**config.mk**
```make
export PLATFORM = sky130hd
export DESIGN_NAME = mvm_sequencer
export DESIGN_NICKNAME = d
export VERILOG_FILES = /design/src/rtl/mvm_sequencer_pkg.sv /design/src/rtl/mvm_stream_counter.sv /design/src/rtl/mvm_sequencer.sv
export SDC_FILE = /design/constraint.sdc
export NUM_CORES = 1
export LEC_CHECK = 0
export ABC_AREA = 1
export ABC_CLOCK_PERIOD_IN_PS = 3400
export BUFFER_PORTS_ARGS = -buffer_cell sky130_fd_sc_hd__buf_2
export CAP_MARGIN = 20
export CORE_MARGIN = 2
export CORE_UTILIZATION = 57
export CTS_BUF_LIST = sky130_fd_sc_hd__clkbuf_16
export CTS_CLUSTER_DIAMETER = 30
export DETAILED_ROUTE_END_ITERATION = 8
export GPL_ROUTABILITY_DRIVEN = 0
export PLACE_DENSITY_LB_ADDON = 0.1
export SLEW_MARGIN = 10
export SYNTH_ARGS = -nofsm -noshare
export SYNTH_HDL_FRONTEND = slang
export SYNTH_SLANG_ARGS = --single-unit
```
**constraint.sdc**
```tcl
create_clock -name clock -period 3.4 [get_ports clock]
set_clock_uncertainty 0.1 [all_clocks]
set_input_delay 0.51 -clock clock [delete_from_list [all_inputs] [get_ports clock]]
set_output_delay 0.51 -clock clock [all_outputs]
set_load 0.1 [all_outputs]
```
**src/rtl/mvm_sequencer_pkg.sv**
```systemverilog
// Shared definitions for the matrix-vector multiply sequencer.
// The default dimensions match the values in sys_defs.svh.
package mvm_sequencer_pkg;

  localparam int DEF_INPUT_WIDTH  = 16;
  localparam int DEF_INPUT_HEIGHT = 16;
  localparam int DEF_STREAM_LEN   = 256;

  typedef enum logic [2:0] {
    IDLE    = 3'd0,
    FETCH   = 3'd1,
    COMPUTE = 3'd2,
    WRITE   = 3'd3,
    FINISH  = 3'd4
  } mvm_seq_state_t;

  // Index width for a dimension of n entries. A one-entry dimension still
  // gets a one-bit index so that its ports never collapse to zero width.
  function automatic int idx_bits(input int n);
    return (n > 1) ? $clog2(n) : 1;
  endfunction

endpackage

```
**src/rtl/mvm_stream_counter.sv**
```systemverilog
// Counts the cycles of one stochastic stream and flags its last cycle.
module mvm_stream_counter
  import mvm_sequencer_pkg::*;
#(
  parameter int STREAM_LEN = DEF_STREAM_LEN,
  parameter int STREAM_LOG = idx_bits(STREAM_LEN)
) (
  input  logic clock,
  input  logic reset,
  input  logic clear,
  input  logic enable,
  output logic last
);

  localparam logic [STREAM_LOG-1:0] LAST_COUNT = STREAM_LOG'(STREAM_LEN - 1);

  logic [STREAM_LOG-1:0] count_q;
  logic [STREAM_LOG-1:0] count_d;

  // Next count: clear has priority over enable.
  always_comb begin
    // NOTE: assign every always_comb output a default first so no branch leaves it unassigned and infers a latch.
    count_d = count_q;
    if (clear) begin
      count_d = '0;
    end else if (enable) begin
      count_d = count_q + STREAM_LOG'(1);
    end
  end

  // Count register with synchronous reset.
  always_ff @(posedge clock) begin
    // NOTE: flops take non-blocking assignments so every register samples pre-edge values regardless of block order.
    if (reset) begin
      count_q <= '0;
    end else begin
      count_q <= count_d;
    end
  end

  assign last = (count_q == LAST_COUNT);

endmodule

```
**src/rtl/mvm_sequencer.sv**
```systemverilog
// Control FSM for the bit-serial matrix-vector multiply datapath: walks
// the matrix row-major, fetches operands per element, enables the MAC array
// for one full stream per element and hands off each row result.
module mvm_sequencer
  import mvm_sequencer_pkg::*;
#(
  parameter int INPUT_WIDTH      = DEF_INPUT_WIDTH,
  parameter int INPUT_HEIGHT     = DEF_INPUT_HEIGHT,
  parameter int STREAM_LEN       = DEF_STREAM_LEN,
  parameter int INPUT_WIDTH_LOG  = idx_bits(INPUT_WIDTH),
  parameter int INPUT_HEIGHT_LOG = idx_bits(INPUT_HEIGHT),
  parameter int STREAM_LOG       = idx_bits(STREAM_LEN)
) (
  input  logic                        clock,
  input  logic                        reset,
  input  logic                        start,
  output logic                        busy,
  output logic                        done,
  output logic                        operand_req,
  input  logic                        operand_ack,
  output logic [INPUT_WIDTH_LOG-1:0]  width_index,
  output logic [INPUT_HEIGHT_LOG-1:0] height_index,
  output logic                        mac_clear,
  output logic                        mac_enable,
  output logic                        row_valid,
  input  logic                        row_ready,
  output logic [INPUT_HEIGHT_LOG-1:0] row_index
);

  localparam logic [INPUT_WIDTH_LOG-1:0]  WIDTH_LAST  = INPUT_WIDTH_LOG'(INPUT_WIDTH - 1);
  localparam logic [INPUT_HEIGHT_LOG-1:0] HEIGHT_LAST = INPUT_HEIGHT_LOG'(INPUT_HEIGHT - 1);

  mvm_seq_state_t              state_q;
  mvm_seq_state_t              state_d;
  logic [INPUT_WIDTH_LOG-1:0]  width_idx_q;
  logic [INPUT_WIDTH_LOG-1:0]  width_idx_d;
  logic [INPUT_HEIGHT_LOG-1:0] height_idx_q;
  logic [INPUT_HEIGHT_LOG-1:0] height_idx_d;

  logic stream_clear;
  logic stream_enable;
  logic stream_last;

  // The counter sits at zero outside COMPUTE, so every element starts its
  // stream from zero, and wraps itself on the last stream cycle.
  assign stream_enable = (state_q == COMPUTE);
  assign stream_clear  = (state_q != COMPUTE) || stream_last;

  mvm_stream_counter #(
    .STREAM_LEN (STREAM_LEN),
    .STREAM_LOG (STREAM_LOG)
  ) u_stream_counter (
    .clock  (clock),
    .reset  (reset),
    .clear  (stream_clear),
    .enable (stream_enable),
    .last   (stream_last)
  );

  // State and index registers; reset aborts any pass in progress.
  always_ff @(posedge clock) begin
    if (reset) begin
      state_q      <= IDLE;
      width_idx_q  <= '0;
      height_idx_q <= '0;
    end else begin
      state_q      <= state_d;
      width_idx_q  <= width_idx_d;
      height_idx_q <= height_idx_d;
    end
  end

  // Next state and index stepping; indices are compared before they are
  // incremented, so they never leave their legal range.
  always_comb begin
    state_d      = state_q;
    width_idx_d  = width_idx_q;
    height_idx_d = height_idx_q;
    unique case (state_q)
      IDLE: begin
        if (start) begin
          state_d      = FETCH;
          width_idx_d  = '0;
          height_idx_d = '0;
        end
      end
      FETCH: begin
        if (operand_ack) begin
          state_d = COMPUTE;
        end
      end
      COMPUTE: begin
        if (stream_last) begin
          if (width_idx_q == WIDTH_LAST) begin
            state_d = WRITE;
          end else begin
            width_idx_d = width_idx_q + INPUT_WIDTH_LOG'(1);
            state_d     = FETCH;
          end
        end
      end
      WRITE: begin
        if (row_ready) begin
          if (height_idx_q == HEIGHT_LAST) begin
            state_d = FINISH;
          end else begin
            height_idx_d = height_idx_q + INPUT_HEIGHT_LOG'(1);
            width_idx_d  = '0;
            state_d      = FETCH;
          end
        end
      end
      FINISH: begin
        state_d      = IDLE;
        width_idx_d  = '0;
        height_idx_d = '0;
      end
      default: begin
        state_d      = IDLE;
        width_idx_d  = '0;
        height_idx_d = '0;
      end
    endcase
  end

  // Moore output decode from registered state and indices only.
  always_comb begin
    busy         = (state_q != IDLE);
    done         = 1'b0;
    operand_req  = 1'b0;
    mac_clear    = 1'b0;
    mac_enable   = 1'b0;
    row_valid    = 1'b0;
    row_index    = '0;
    width_index  = width_idx_q;
    height_index = height_idx_q;
    unique case (state_q)
      FETCH: begin
        operand_req = 1'b1;
        mac_clear   = (width_idx_q == '0);
      end
      COMPUTE: mac_enable = 1'b1;
      WRITE: begin
        row_valid = 1'b1;
        row_index = height_idx_q;
      end
      FINISH: done = 1'b1;
      default: ;
    endcase
  end

endmodule

```
==> parameters.txt, run 1 <==
Parameter                              Value

Power
  Net switching power of the design    0.545 mW
  Power per Cell Area    794 nW/um2
  Static power due to leakage    0.611 nW
  VDD IR max    633 uV
  Power Internal    0.507 mW
  Sequential fraction of design power    0.263
  Sw frac    0.518
  Portion of total power attributed to combinational logic    0.501
  Relative contribution of the clock network to total power    0.236

Drt
  Initial DRT Pass Iterations    4
  Antenna Nets Post-Route    0
  DRC violations left    0
  Via density    5.02
  Drt total wl    2280 um
  Number of vias after detailed routing    1079
  Starting DRC count in detailed routing    34
  Average wire per cell in the routed design    10.6 um

Floorplanning
  Initial standard-cell utilization of the core    0.587
  I/O pin cnt    23
  Core region area    1900 um2
  Width of the die    48.3 um
  Die span in y    48.3 um
  Number of standard-cell rows in the floorplan    16
  Die area    2330 um2

STA
  Worst slew margin relative to its limit    0.678
  Post-layout worst setup margin    1140 ps
  Maximum achievable frequency    443 MHz
  Least-Margin Pin Slew    486 ps
  Part of the cycle the worst path needs    0.664
  Count of endpoints failing setup in the final report    0
  Setup repair after global routing missed its margin    no
  Period minus WS final    2260 ps
  Hold Violations, Final    0
  Summed negative setup slack over all endpoints    0 ps
  Number of max-slew violations in the final report    0

Yosys
  Simple-gate share of the synthesized area    0.407
  Xor and xnor fraction of the mapped netlist area    0.0235
  Most used DFF post-synth    sky130_fd_sc_hd__dfxtp_1
  Main combinational cell family by area after synthesis    simple AND/OR/NAND/NOR gates
  Number of nets produced by synthesis    173
  Share of cell area taken by muxes after synthesis    0
  Async SR Flop Fraction    0
  Cell count after synthesis    164
  Post-synthesis cell area    1120 um2
  Number of different library cells in the post-synthesis netlist    26
  Count of flip-flops with a built-in enable after synthesis    0
  Sequential-to-total area share from yosys stat    0.341
  Share of the synthesized area in compound gates (AO/OA/AOI/OAI)    0.0942
  Number of synthesized register bits    19
  Count of warnings emitted by yosys    0
  Avg Cell Area, Syn    6.81 um2
  Adder and majority cell fraction of the synthesized area    0.0448

Outcome
  Result of the run    finished clean

Finish
  Area growth, synth to finish    18.7%
  Fillcell total    157
  Leading cell types in the layout, fill and taps excluded    36 x sky130_fd_sc_hd__nand2_1, 28 x sky130_fd_sc_hd__nor2_1, 22 x sky130_fd_sc_hd__buf_2
  Fraction of layout cells with a size suffix above 1    0.229
  Finished layout cell area    1330 um2
  Most common library cell in the layout ignoring fill and taps    sky130_fd_sc_hd__nand2_1
  Layout Nets    198
  N_diodes    0
  Finished Layout Cells    215

Clock tree
  Hold buffer count at CTS    0
  Sink count of the clock tree    19
  Clk Latency, worst-skew pair    250 ps
  Number of buffers inserted by post-CTS setup repair    0
  Number of levels in the clock H-tree    1
  Cell chosen for the clock root    sky130_fd_sc_hd__clkbuf_16
  Register clock-pin slew on the reported worst setup and hold paths    60 ps
  Number of cells upsized or downsized after cts    0
  Inserted Clock Buffers    3
  Clock tree from TritonCTS    yes
  Maximum number of buffers from clock root to sink    2

Setup path
  Arr. time, crit path    1650 ps
  Sort of element at the end of the critical path    output port
  Reg2Reg Capture Point    height_index[2]
  Kind of launch point of the worst setup path    flop
  Worst Path Required    2790 ps
  Register-to-register path setup slack    1760 ps
  Worst Path Max Fanout    7
  RR Startpoint    height_index[1]
  Cell count of the worst reg-to-reg path    9
  Critical path class    reg2out

Hold path
  Hold depth    1
  Hold/Removal Path Class    reg2reg
  Endpoint of the worst hold path    u_stream_counter.count_q[0]
  Hold path start    u_stream_counter.count_q[0]

Place
  Cell count after placement    211
  Area after detailed placement    1240 um2
  Number of buffer cells added on primary ports    22
  DP Wirelength    1720 um
  Worst setup timing slack at the placement stage    1410 ps

Global routing
  Number of antenna violations at the first check in global routing    0
  Overall fraction of global-route tracks in use    0.201
  First-pass GRT wire length    3240 um
  Vias in the first global route    815
  Sum of overflow across all layers after global routing    0
  Pin count of the biggest net entering global routing    13

Job
  Max Cap Violations    0
## final cells by class
cell class              count  area, um2  share of cell area
flip-flops and latches     19        380               0.287
repair buffers             22        110              0.0831
well taps                  27       33.8              0.0255
multi-input cells         121        636               0.480
clock inverters             1       7.51             0.00567
clock buffers               3       75.1              0.0567
inverters                  22       82.6              0.0623
## cells in the mapped netlist, types with 3 or more instances
library cell / instances / area [um2]
sky130_fd_sc_hd__nand4_1: 3 / 18.8
sky130_fd_sc_hd__a21oi_1: 12 / 60.1
sky130_fd_sc_hd__ha_1: 4 / 50.1
sky130_fd_sc_hd__nand3_1: 8 / 40.0
sky130_fd_sc_hd__o21ai_0: 3 / 15.0
sky130_fd_sc_hd__inv_2: 3 / 11.3
sky130_fd_sc_hd__dfxtp_1: 19 / 380
sky130_fd_sc_hd__nor3_1: 3 / 15.0
sky130_fd_sc_hd__nand2_1: 36 / 135
sky130_fd_sc_hd__nand2_2: 4 / 25.0
sky130_fd_sc_hd__nor2_1: 28 / 105
sky130_fd_sc_hd__inv_1: 19 / 71.3
## worst max-delay path by stage
stage	start	endpoint	slack, ps	depth (start not counted)
global placement	state_q[1]	row_index[1]	1460	5
floorplan	state_q[0]	row_index[0]	210	4
finish	state_q[1]	row_index[0]	1140	5
CTS	state_q[1]	row_index[3]	1140	5
detailed placement	state_q[1]	row_index[3]	1410	5
global route	state_q[0]	row_index[1]	1040	5
## logic make-up (layout without fill, tap and decap cells)
family          after synthesis  count (layout)
compound gates               19              19
fa+ha+maj                     4               4
xor+xnor                      3               3
buf+inv                      24              48
simple gates                 95              95
flops                        19              19
## stage by stage
stage	power (mW)	hold slack, ps	util
6_report	1.05	347	0.697
5_1_grt	1.11	377	0.697
4_1_cts	1.06	353	0.697
3_5_place_dp	0.806	343	0.653
3_3_place_gp	0.801	332	0.653
2_1_floorplan	0.737	318	-
## sequential cells by signal (all words and copies together) (netlist names)
signal	cells
u_stream_counter.count_q	8
width_index	4
state_q	3
height_index	4
## per-layer routing
| metal | wire length, um | GRT usage | vias up |
|---|---|---|---|
| li1 | - | - | 565 |
| met1 | 1030 | 0.241 | 485 |
| met2 | 1110 | 0.345 | 26 |
| met3 | 101 | 0.0333 | 3 |
| met4 | 29 | 0.0973 | 0 |
| met5 | 0 | 0 | - |
## critical path, cell delays in order, from the launching register on
cell                      delay (ps)
sky130_fd_sc_hd__dfxtp_1         450
sky130_fd_sc_hd__nand2_2         100
sky130_fd_sc_hd__nor2_4          200
sky130_fd_sc_hd__inv_1           130
sky130_fd_sc_hd__nor2_1           90
sky130_fd_sc_hd__buf_2           430
## power groups by stage
| stage | Combinational (mW) | Sequential, mW | Clock [mW] |
|---|---|---|---|
| floorplan | 0.360 | 0.377 | 0 |
| global placement | 0.522 | 0.279 | 0 |
| detailed placement | 0.526 | 0.281 | 0 |
| CTS | 0.528 | 0.277 | 0.253 |
| global route | 0.572 | 0.281 | 0.257 |
| finish | 0.527 | 0.277 | 0.248 |
Note: power is estimated with default switching activity, not from simulation.
==> inputs of run 2 (changes only) <==
--- a/config.mk
+++ b/config.mk
@@ -6,11 +6,11 @@
 export NUM_CORES = 1
 export LEC_CHECK = 0
 export ABC_AREA = 1
-export ABC_CLOCK_PERIOD_IN_PS = 3400
+export ABC_CLOCK_PERIOD_IN_PS = 2290
 export BUFFER_PORTS_ARGS = -buffer_cell sky130_fd_sc_hd__buf_2
 export CAP_MARGIN = 20
 export CORE_MARGIN = 2
-export CORE_UTILIZATION = 57
+export CORE_UTILIZATION = 53
 export CTS_BUF_LIST = sky130_fd_sc_hd__clkbuf_16
 export CTS_CLUSTER_DIAMETER = 30
 export DETAILED_ROUTE_END_ITERATION = 8
==> constraint.sdc (replaced) <==
create_clock -name clock -period 2.29 [get_ports clock]
set_clock_uncertainty 0.1 [all_clocks]
set_input_delay 0.3435 -clock clock [delete_from_list [all_inputs] [get_ports clock]]
set_output_delay 0.3435 -clock clock [all_outputs]
set_load 0.1 [all_outputs]
==> parameters.txt, run 2 (synthesis results as in run 1) <==
Parameter                              Value

Clock tree
  Cell chosen for the clock root    sky130_fd_sc_hd__clkbuf_16
  Inserted Clock Buffers    3
  Sink count of the clock tree    19
  Hold buffer count at CTS    0
  Maximum number of buffers from clock root to sink    2
  Number of cells upsized or downsized after cts    0
  Number of buffers inserted by post-CTS setup repair    0
  Number of levels in the clock H-tree    1
  Clock tree from TritonCTS    yes
  Clk Latency, worst-skew pair    250 ps
  Register clock-pin slew on the reported worst setup and hold paths    50 ps

Drt
  Number of vias after detailed routing    1090
  Antenna Nets Post-Route    0
  Average wire per cell in the routed design    11.1 um
  Starting DRC count in detailed routing    20
  Via density    5.07
  Drt total wl    2380 um
  Initial DRT Pass Iterations    4
  DRC violations left    0

Global routing
  Number of antenna violations at the first check in global routing    0
  Sum of overflow across all layers after global routing    0
  Overall fraction of global-route tracks in use    0.218
  First-pass GRT wire length    4160 um
  Vias in the first global route    993
  Pin count of the biggest net entering global routing    12

Power
  Relative contribution of the clock network to total power    0.226
  Power per Cell Area    1160 nW/um2
  Sw frac    0.521
  Portion of total power attributed to combinational logic    0.512
  VDD IR max    1070 uV
  Sequential fraction of design power    0.262
  Power Internal    0.756 mW
  Net switching power of the design    0.823 mW
  Static power due to leakage    0.619 nW

Finish
  Layout Utilization    0.688
  Fraction of layout cells with a size suffix above 1    0.266
  Leading cell types in the layout, fill and taps excluded    36 x sky130_fd_sc_hd__nand2_1, 23 x sky130_fd_sc_hd__nor2_1, 22 x sky130_fd_sc_hd__buf_2
  Most common library cell in the layout ignoring fill and taps    sky130_fd_sc_hd__nand2_1
  Flip-flop count of the largest register, all copies and words added    8
  Register with the most flip-flops    u_stream_counter.count_q
  Finished Layout Cells    215
  N_diodes    0
  Layout Nets    198
  Area growth, synth to finish    22.1%

Floorplanning
  Initial standard-cell utilization of the core    0.563
  Core region area    1980 um2
  Die area    2490 um2
  Width of the die    49.9 um
  I/O pin cnt    23
  Number of standard-cell rows in the floorplan    16
  Die span in y    49.9 um

STA
  Period minus WS final    2180 ps
  Setup repair after global routing missed its margin    no
  Summed negative setup slack over all endpoints    0 ps
  Number of max-slew violations in the final report    0
  Hold Violations, Final    0
  Part of the cycle the worst path needs    0.953
  Count of endpoints failing setup in the final report    0
  Maximum achievable frequency    458 MHz
  Least-Margin Pin Slew    488 ps
  Worst slew margin relative to its limit    0.677

Job
  Max Cap Violations    0

Setup path
  Arr. time, crit path    1740 ps
  Kind of launch point of the worst setup path    flop
  Worst Path Required    1850 ps
  Critical path class    reg2out
  Worst Path Max Fanout    7
  Sort of element at the end of the critical path    output port

Place
  DP Wirelength    1800 um
  Number of buffer cells added on primary ports    22
  Cell count after placement    211

Outcome
  Result of the run    finished clean

Hold path
  Hold/Removal Path Class    in2reg
run 2: cell types whose count changed in the layout (fill, tap and decap cells not counted), sizes merged:
cell and delta:
clkinv +1, clkinvlp -1
run 2: power by group through the flow:
stage	Combinational (mW)	Clock [mW]	Sequential (mW)
after floorplan	0.557	0	0.560
after global placement	0.794	0	0.416
after detailed placement	0.808	0	0.420
after CTS	0.812	0.362	0.413
after global routing	0.869	0.380	0.422
final	0.809	0.356	0.414
run 2: critical path, cell delays in order (launching register included):
cell and delay, ps:
sky130_fd_sc_hd__dfxtp_1 490, sky130_fd_sc_hd__nand2_2 110, sky130_fd_sc_hd__nor2_4 260, sky130_fd_sc_hd__inv_4 100, sky130_fd_sc_hd__nor2_4 110, sky130_fd_sc_hd__buf_2 420
run 2: cell type report:
cell class	instances	area, um2
timing repair buffer	22	110
tap	27	33.8
clock inverter	1	5.00
clock buffer	3	75.1
multi-input combinational	121	673
fill	163	619
sequential	19	380
inverter	22	85.1
run 2: per-layer routing:
| layer | GRT usage | share of wire | routed length [um] | up-vias |
|---|---|---|---|---|
| met4 | 0.111 | 0.018 | 44 | 0 |
| met1 | 0.246 | 0.45 | 1070 | 497 |
| met3 | 0.0364 | 0.033 | 78 | 4 |
| met5 | 0 | 0 | 0 | - |
| met2 | 0.391 | 0.50 | 1190 | 20 |
| li1 | - | - | - | 569 |
run 2: path summary, 6_finish.rpt:
check	startpoint	to	slack (ps)	cells past startpoint
max	state_q[1]	row_index[3]	110	5
min	reset	height_index[3]	260	2
max reg2reg	height_index[1]	height_index[1]	670	9
min reg2reg	u_stream_counter.count_q[0]	u_stream_counter.count_q[0]	350	1
run 2: through the flow:
step | worst slack [ps] | hold slack [ps] | instance area (um2) | total power, mW
after floorplan | -258 | 318 | 1160 | 1.12
after global routing | 22.8 | 280 | 1360 | 1.67
after global placement | 455 | 331 | 1280 | 1.21
final | 107 | 259 | 1360 | 1.58
after CTS | 97.0 | 262 | 1360 | 1.59
after detailed placement | 373 | 341 | 1280 | 1.23
==> inputs of run 3 (changes only) <==
--- a/config.mk
+++ b/config.mk
@@ -15,7 +15,7 @@
 export CTS_CLUSTER_DIAMETER = 30
 export DETAILED_ROUTE_END_ITERATION = 8
 export GPL_ROUTABILITY_DRIVEN = 0
-export PLACE_DENSITY_LB_ADDON = 0.1
+export PLACE_DENSITY = 0.78
 export SLEW_MARGIN = 10
 export SYNTH_ARGS = -nofsm -noshare
 export SYNTH_HDL_FRONTEND = slang
==> parameters.txt, run 3 (synthesis results as in run 1) <==
Parameter                              Value

Outcome
  Result of the run    finished clean

Hold path
  Hold depth    2
  Hold path start    reset
  Endpoint of the worst hold path    height_index[1]
  Hold/Removal Path Class    in2reg

Place
  DP Wirelength    1720 um
  Cell count after placement    211
  Worst setup timing slack at the placement stage    403 ps
  Number of buffer cells added on primary ports    22
  Area after detailed placement    1280 um2

Clock tree
  Clock tree from TritonCTS    yes
  Register clock-pin slew on the reported worst setup and hold paths    50 ps
  Sink count of the clock tree    19
  Number of levels in the clock H-tree    1
  Cell chosen for the clock root    sky130_fd_sc_hd__clkbuf_16
  Number of cells upsized or downsized after cts    0
  Number of buffers inserted by post-CTS setup repair    0
  Inserted Clock Buffers    3
  Hold buffer count at CTS    0
  Clk Latency, worst-skew pair    250 ps
  Maximum number of buffers from clock root to sink    2

Power
  Relative contribution of the clock network to total power    0.227
  VDD IR max    1180 uV
  Power Internal    0.756 mW
  Sequential fraction of design power    0.264
  Power per Cell Area    1150 nW/um2
  Net switching power of the design    0.815 mW
  Portion of total power attributed to combinational logic    0.509
  Static power due to leakage    0.619 nW
  Sw frac    0.519

STA
  Maximum achievable frequency    464 MHz
  Minimum hold slack    257 ps
  Number of max-slew violations in the final report    0
  Setup repair after global routing missed its margin    no
  Hold Violations, Final    0
  Worst slew margin relative to its limit    0.673
  Part of the cycle the worst path needs    0.940
  Count of endpoints failing setup in the final report    0
  Least-Margin Pin Slew    494 ps
  Period minus WS final    2150 ps
  Post-layout worst setup margin    137 ps

Floorplanning
  I/O pin cnt    23
  Die span in y    49.9 um
  Width of the die    49.9 um
  Core region area    1980 um2
  Initial standard-cell utilization of the core    0.563
  Die area    2490 um2
  Number of standard-cell rows in the floorplan    16

Setup path
  Reg2Reg Capture Point    height_index[2]
  Arr. time, crit path    1710 ps
  Worst Path Required    1850 ps
  Sort of element at the end of the critical path    output port
  Critical path class    reg2out
  Kind of launch point of the worst setup path    flop
  RR Startpoint    height_index[1]
  Register-to-register path setup slack    690 ps
  Cell count of the worst reg-to-reg path    9
  Worst Path Max Fanout    7

Drt
  Average wire per cell in the routed design    10.4 um
  Antenna Nets Post-Route    0
  Starting DRC count in detailed routing    7
  Number of vias after detailed routing    1057
  DRC violations left    0
  Initial DRT Pass Iterations    4
  Drt total wl    2240 um
  Via density    4.92

Finish
  Leading cell types in the layout, fill and taps excluded    36 x sky130_fd_sc_hd__nand2_1, 23 x sky130_fd_sc_hd__nor2_1, 22 x sky130_fd_sc_hd__buf_2
  Finished Layout Cells    215
  N_diodes    0
  Fraction of layout cells with a size suffix above 1    0.266
  Area growth, synth to finish    22.1%
  Finished layout cell area    1360 um2
  Layout Nets    198
  Flip-flop count of the largest register, all copies and words added    8
  Register with the most flip-flops    u_stream_counter.count_q
  Most common library cell in the layout ignoring fill and taps    sky130_fd_sc_hd__nand2_1

Global routing
  Number of antenna violations at the first check in global routing    0
  First-pass GRT wire length    3840 um
  Pin count of the biggest net entering global routing    12
  Overall fraction of global-route tracks in use    0.201
  Vias in the first global route    923
  Sum of overflow across all layers after global routing    0

Job
  Max Cap Violations    0
-- run 3: cell counts in the layout (fill, tap and decap cells not counted) --
No cell type changed its count.
-- run 3: through the flow --
step                      utilization  setup TNS [ps]  power [mW]
final                           0.688               0        1.57
after detailed placement        0.647               0        1.22
after CTS                       0.688               0        1.58
after global placement          0.647               0        1.21
after floorplan                     -            -258        1.12
after global routing            0.688               0        1.65
-- run 3: critical path, stage by stage, from the launching register on --
cell,delay (ps)
sky130_fd_sc_hd__dfxtp_1,480
sky130_fd_sc_hd__nand2_2,110
sky130_fd_sc_hd__nor2_4,250
sky130_fd_sc_hd__inv_4,100
sky130_fd_sc_hd__nor2_4,100
sky130_fd_sc_hd__buf_2,420
-- run 3: how the worst max path moves through the flow --
stage          slack (ps)  cells past startpoint           end        from
2_1_floorplan        -260                      4  row_index[0]  state_q[0]
3_3_place_gp          460                      5  row_index[1]  state_q[1]
3_5_place_dp          400                      5  row_index[1]  state_q[1]
4_1_cts               130                      5  row_index[1]  state_q[1]
5_1_grt                40                      5  row_index[1]  state_q[1]
6_report              140                      5  row_index[3]  state_q[1]
-- run 3: power groups by stage --
stage / logic [mW] / registers, mW / clock network [mW]
CTS: 0.803 / 0.414 / 0.365
global placement: 0.794 / 0.416 / 0
floorplan: 0.557 / 0.560 / 0
detailed placement: 0.798 / 0.421 / 0
finish: 0.800 / 0.414 / 0.356
global route: 0.849 / 0.421 / 0.379
-- run 3: final cells by class --
cell class | count | area (um2)
clock buffer | 3 | 75.1
clock inverter | 1 | 5.00
fill | 164 | 619
inverter | 22 | 85.1
multi-input combinational | 121 | 673
sequential | 19 | 380
tap | 27 | 33.8
timing repair buffer | 22 | 110
-- run 3: routing by layer --
metal / track usage / vias up / part of all wire
met5: 0 / - / 0
met2: 0.338 / 25 / 0.48
met3: 0.0273 / 4 / 0.043
met1: 0.244 / 458 / 0.45
li1: - / 570 / -
met4: 0.116 / 0 / 0.018
